File: src/rtl/sdram_pkg.sv
// Shared constants for the SDRAM port arbiter: requester indices and default widths.
package sdram_pkg;

    localparam int PORT_GPU = 0;
    localparam int PORT_APU = 1;
    localparam int PORT_CPU = 2;

    localparam int DEF_NUM_PORTS = 3;
    localparam int DEF_ADDR_W    = 24;
    localparam int DEF_DATA_W    = 16;
    localparam int DEF_TAG_DEPTH = 4;

    // Index width that stays legal for a single-entry range.
    function automatic int idx_w(input int n);
        return (n > 1) ? $clog2(n) : 1;
    endfunction

endpackage

File: src/rtl/sdram_tag_fifo.sv
// Tag FIFO remembering which requester owns each outstanding read, in issue order.
module sdram_tag_fifo
    import sdram_pkg::*;
#(
    parameter int DEPTH = DEF_TAG_DEPTH,
    parameter int W     = 2
) (
    input  logic         clk,
    input  logic         reset,
    input  logic         push,
    input  logic [W-1:0] push_data,
    input  logic         pop,
    output logic [W-1:0] pop_data,
    output logic         full,
    output logic         empty
);

    localparam int PTR_W = idx_w(DEPTH);
    localparam int CNT_W = $clog2(DEPTH) + 1;

    logic [W-1:0]     mem_q [DEPTH];
    logic [PTR_W-1:0] wr_ptr_q, rd_ptr_q;
    logic [CNT_W-1:0] count_q;
    logic             push_ok, pop_ok;

    assign full     = (count_q == CNT_W'(DEPTH));
    assign empty    = (count_q == '0);
    assign pop_ok   = pop && !empty;
    assign push_ok  = push && (!full || pop_ok);
    assign pop_data = mem_q[rd_ptr_q];

    // NOTE: state updates use non-blocking assignments so every register samples pre-edge values.
    always_ff @(posedge clk) begin
        if (reset) begin
            wr_ptr_q <= '0;
            rd_ptr_q <= '0;
            count_q  <= '0;
        end else begin
            if (push_ok) wr_ptr_q <= wr_ptr_q + 1'b1;
            if (pop_ok)  rd_ptr_q <= rd_ptr_q + 1'b1;
            count_q <= count_q + CNT_W'(push_ok) - CNT_W'(pop_ok);
        end
    end

    // NOTE: storage is not reset; the pointers and count alone decide which entries are valid.
    always_ff @(posedge clk) begin
        if (push_ok) mem_q[wr_ptr_q] <= push_data;
    end

endmodule

File: src/rtl/sdram_port_arbiter.sv
// Round-robin arbiter with urgency override feeding one SDRAM command port; routes
// in-order read returns back to the requester that issued them.
module sdram_port_arbiter
    import sdram_pkg::*;
#(
    parameter int NUM_PORTS = DEF_NUM_PORTS,
    parameter int ADDR_W    = DEF_ADDR_W,
    parameter int DATA_W    = DEF_DATA_W,
    parameter int TAG_DEPTH = DEF_TAG_DEPTH
) (
    input  logic                             clk,
    input  logic                             reset,
    input  logic [NUM_PORTS-1:0]             req_valid,
    input  logic [NUM_PORTS-1:0]             req_we,
    input  logic [NUM_PORTS-1:0]             req_urgent,
    input  logic [NUM_PORTS-1:0][ADDR_W-1:0] req_addr,
    input  logic [NUM_PORTS-1:0][DATA_W-1:0] req_wdata,
    output logic [NUM_PORTS-1:0]             req_ready,
    output logic [NUM_PORTS-1:0]             rsp_valid,
    output logic [DATA_W-1:0]                rsp_data,
    output logic                             cmd_valid,
    output logic                             cmd_we,
    output logic [ADDR_W-1:0]                cmd_addr,
    output logic [DATA_W-1:0]                cmd_wdata,
    input  logic                             cmd_ready,
    input  logic                             rd_valid,
    input  logic [DATA_W-1:0]                rd_data,
    output logic                             err_underflow
);

    localparam int PORT_W = idx_w(NUM_PORTS);

    logic [PORT_W-1:0]    last_grant_q;
    logic                 cmd_valid_q, cmd_we_q;
    logic [ADDR_W-1:0]    cmd_addr_q;
    logic [DATA_W-1:0]    cmd_wdata_q;
    logic                 err_underflow_q;

    logic [NUM_PORTS-1:0] eligible, cand;
    logic                 win_found, capture, cmd_free;
    logic [PORT_W-1:0]    win_idx, rr_sel;
    int                   rr_idx;
    logic                 tags_full, tags_empty, tag_push, tag_pop;
    logic [PORT_W-1:0]    tag_head;

    assign eligible = req_valid & (req_we | {NUM_PORTS{!tags_full}});
    assign cand     = (|(eligible & req_urgent)) ? (eligible & req_urgent) : eligible;

    // NOTE: combinational logic uses blocking assignments and gives every output a default
    // first, so no path leaves a value unassigned and no latch is inferred.
    always_comb begin
        win_found = 1'b0;
        win_idx   = '0;
        rr_idx    = 0;
        rr_sel    = '0;
        for (int k = 1; k <= NUM_PORTS; k++) begin
            rr_idx = (int'(last_grant_q) + k) % NUM_PORTS;
            rr_sel = PORT_W'(rr_idx);
            if (!win_found && cand[rr_sel]) begin
                win_found = 1'b1;
                win_idx   = rr_sel;
            end
        end
    end

    assign cmd_free  = !cmd_valid_q || cmd_ready;
    assign capture   = !reset && cmd_free && win_found;
    assign req_ready = capture ? (NUM_PORTS'(1) << win_idx) : '0;

    assign tag_push  = capture && !req_we[win_idx];
    assign tag_pop   = !reset && rd_valid && !tags_empty;
    assign rsp_valid = tag_pop ? (NUM_PORTS'(1) << tag_head) : '0;
    assign rsp_data  = rd_data;

    always_ff @(posedge clk) begin
        if (reset) begin
            cmd_valid_q     <= 1'b0;
            cmd_we_q        <= 1'b0;
            cmd_addr_q      <= '0;
            cmd_wdata_q     <= '0;
            last_grant_q    <= PORT_W'(NUM_PORTS - 1);
            err_underflow_q <= 1'b0;
        end else begin
            if (capture) begin
                cmd_valid_q  <= 1'b1;
                cmd_we_q     <= req_we[win_idx];
                cmd_addr_q   <= req_addr[win_idx];
                cmd_wdata_q  <= req_wdata[win_idx];
                last_grant_q <= win_idx;
            end else if (cmd_ready) begin
                cmd_valid_q <= 1'b0;
            end
            if (rd_valid && tags_empty) err_underflow_q <= 1'b1;
        end
    end

    assign cmd_valid     = cmd_valid_q;
    assign cmd_we        = cmd_we_q;
    assign cmd_addr      = cmd_addr_q;
    assign cmd_wdata     = cmd_wdata_q;
    assign err_underflow = err_underflow_q;

    sdram_tag_fifo #(
        .DEPTH (TAG_DEPTH),
        .W     (PORT_W)
    ) u_tag_fifo (
        .clk       (clk),
        .reset     (reset),
        .push      (tag_push),
        .push_data (win_idx),
        .pop       (tag_pop),
        .pop_data  (tag_head),
        .full      (tags_full),
        .empty     (tags_empty)
    );

endmodule
File: config.mk
export PLATFORM = sky130hd
export DESIGN_NAME = sdram_port_arbiter
export DESIGN_NICKNAME = d
export VERILOG_FILES = /design/src/rtl/sdram_pkg.sv /design/src/rtl/sdram_tag_fifo.sv /design/src/rtl/sdram_port_arbiter.sv
export SDC_FILE = /design/constraint.sdc
export NUM_CORES = 1
export LEC_CHECK = 0
export CORE_MARGIN = 1.5
export CORE_UTILIZATION = 41
export CTS_BUF_LIST = sky130_fd_sc_hd__clkbuf_8
export CTS_CLUSTER_SIZE = 8
export DETAILED_ROUTE_END_ITERATION = 7
export GPL_TIMING_DRIVEN = 0
export PLACE_DENSITY_LB_ADDON = 0.2
export SLEW_MARGIN = 20
export SYNTH_ARGS = -nofsm -noshare
export SYNTH_HDL_FRONTEND = slang
export SYNTH_SLANG_ARGS = --single-unit
File: constraint.sdc
create_clock -name clk -period 9.2 [get_ports clk]
set_input_delay 1.38 -clock clk [delete_from_list [all_inputs] [get_ports clk]]
set_output_delay 1.38 -clock clk [all_outputs]
set_load 0.03 [all_outputs]
==> results.ini <==
[layout]
multi_input_area_um2=1750
n_fill_cell=618
fin_cells=658
syn2layout_area_growth_pct=67.8
final_common_cell=clkdlybuf4s50_1
final_cell_mix=clkdlybuf4s50_1, dfxtp_1, a222oi_1
n_antenna_cell=0
nets=706
seqCellArea_um2=1320
drive_gt1_share_pct=11.9

[sta]
drv_slew=0
max_freq_mhz=152
fin_crit_ns=6.58
finalSetupTns_ns=0
rsz0062_at_grt=false
hold_ws_ns=0.484
finalHoldViolCount=0
fin_skew_ns=0.00962
tightestPinTransition_ns=1.05
min_period_over_period_pct=71.5
max_slew_margin_pct=30.1
setup_violations=0

[run]
cap_violations=0

[route]
final_antenna_net_count=0
wl_per_cell_um=17.0
drc_errors=0
viasPerCell=5.55
wirelength_mm=11.2
drt_iter0_markers=255
drt_pre_antenna_iters=8
routed-via-count=3654

[synth]
synth_edf_count=8
synthFlopType=dfxtp_1
synthCells=340
yosysSeqAreaShare_pct=38.9
synthArstFlopShare_pct=0
synth_fp_nets=498
ys_seq_elements=62
yosys_warnings=0
netlist_area_um2=3390
synth.avg_cell_area_um2=9.98
synth_cell_types=55

[global_route]
antenna_found_initial=0
grt.busiest_layer=met2
met1_usage_pct=29.4
grt_max_degree=14
grt_pass1_vias=3516
grtUsageMet2_pct=42.3
grt_overflow=0
grt_pass1_wl_mm=16.9
met3_usage_pct=6.47
grtUsageTotal_pct=24.9

[worst_hold_path]
hold_class=flip-flop to flip-flop

[clock_tree]
cts_buffers=9
ctsLongestPathBuffers=2
post_cts_buffers=0
h-tree-depth=3
ctsHoldBuffers=0
clock_sinks=62
cts_tree=done
insertion_delay_ns=0.34
cts_resized=0
path_clk_slew_ns=0.08
cts_root_buffer=clkbuf_8

[worst_setup_path]
cpLargestDelayFamily=buffers and inverters
critPathMaxStageDelay_ns=0.86
cp_common_cell=clkdlybuf4s50_1
cp_max_fo=13
arrival_ns=5.20
crit_required_ns=7.82
path_class=primary input to output pin
worst_path_max_delay_cell=nor4b_2
start_kind=primary input
end_kind=output pin
path_buf_inv=4
cp_cell_sequence=clkdlybuf4s50_1, or4b_1, a41oi_1, nor2_1, nor4b_2, clkbuf_1, nand2_1, inv_1, clkdlybuf4s50_1

[outcome]
status=completed

[pwr]
peakVddDrop_uv=119
powerDensity_nw_per_um2=242
p_leak_nw=2.05

[floorplan]
die_h_um=94.0
start_util_pct=41.7
core_area_um2=8130
num_rows=33
dieWidth_um=94.0
num_io_pins=214
dieArea_um2=8830

[placed_design]
dp_hpwl_mm=8.85
dp_cells=642
port_buffers=197
gp_congestion=0.908

==> per-stage QoR <==
stage / util, % / area, um2 / power, W / worst slack [ns]
2_1_floorplan: - / 3390 / 0.000852 / 4.27
3_3_place_gp: 67.6 / 5500 / 0.00112 / 2.71
3_5_place_dp: 67.6 / 5500 / 0.00114 / 2.65
4_1_cts: 70.0 / 5700 / 0.00138 / 2.64
5_1_grt: 70.0 / 5700 / 0.00145 / 2.39
6_report: 70.0 / 5700 / 0.00138 / 2.62
==> area by class of cell <==
cell class                      instances  share of cell area, %
Tap cell                              105                   2.31
Buffer                                 46                   4.94
Multi-Input combinational cell        221                   30.7
Timing Repair Buffer                  197                   34.6
Inverter                               11                  0.725
Sequential cell                        62                   23.2
Clock inverter                          7                   1.30
Clock buffer                            9                   2.17
==> kinds of logic after synthesis <==
group | after synthesis | synth area share (%)
mux | 2 | 1.33
fa+ha+maj | 10 | 3.83
xor+xnor | 4 | 1.03
compound gates | 106 | 27.9
simple gates | 99 | 17.4
buf+inv | 57 | 9.51
flops | 62 | 38.9
==> registers in the layout, indices dropped and copies added, names as in the netlist, named ones only <==
| register | flops |
|---|---|
| u_tag_fifo.count_q | 3 |
| cmd_wdata | 16 |
| err_underflow | 1 |
| cmd_addr | 24 |
| u_tag_fifo.wr_ptr_q | 2 |
| u_tag_fifo.rd_ptr_q | 2 |
| u_tag_fifo.mem_q | 8 |
| cmd_we | 1 |
| cmd_valid | 1 |
| last_grant_q | 2 |
==> Yosys cell counts, drive strengths merged (2+ instances only) <==
cell | instances | area [um2]
dfxtp | 54 | 1080
nor3b | 2 | 15.0
o21ai | 20 | 100
inv | 11 | 41.3
nor3 | 6 | 30.0
nor2 | 33 | 124
a211oi | 25 | 233
and2 | 4 | 25.0
nand3b | 18 | 135
and3 | 6 | 37.5
o31ai | 3 | 27.5
xnor2 | 2 | 17.5
a222oi | 41 | 410
or4b | 3 | 33.8
mux4 | 2 | 45.0
a21oi | 4 | 20.0
buf | 26 | 206
nand2b | 4 | 25.0
nor4b | 4 | 56.3
a2111oi | 2 | 55.1
ha | 8 | 100
xor2 | 2 | 17.5
edfxtp | 8 | 240
o311ai | 2 | 17.5
or3 | 2 | 17.5
nand2 | 10 | 37.5
clkbuf | 20 | 75.1
==> worst paths after layout <==
| check | from | end | slack [ns] | cells after the start |
|---|---|---|---|---|
| setup / recovery | req_we[0] | req_ready[1] | 2.62 | 9 |
| hold / removal | err_underflow | err_underflow | 0.48 | 2 |
| setup reg to reg | last_grant_q[0] | u_tag_fifo.count_q[1] | 5.29 | 11 |
| hold reg to reg | err_underflow | err_underflow | 0.48 | 2 |
==> power by group <==
part	switching (W)	total, W	internal, W	leakage (nW)
clock	0.000114	0.000240	0.000125	0.0879
combinational	0.000417	0.000741	0.000324	1.45
sequential	0.0000448	0.000395	0.000350	0.519
==> tightest hold or removal path: cells and delay by family (launching register included) <==
family | cells | cell delay (ns)
flip-flops | 1 | 0.34
AO/OA/AOI/OAI | 1 | 0.05
AND/OR/NAND/NOR | 1 | 0.07
==> routing by layer <==
metal | part of all wire (%) | vias to the layer above
li1 | - | 1752
met1 | 41 | 1715
met2 | 50 | 167
met3 | 7.1 | 20
met4 | 2.0 | 0
met5 | 0 | -
Power figures use the tool's default switching activity.
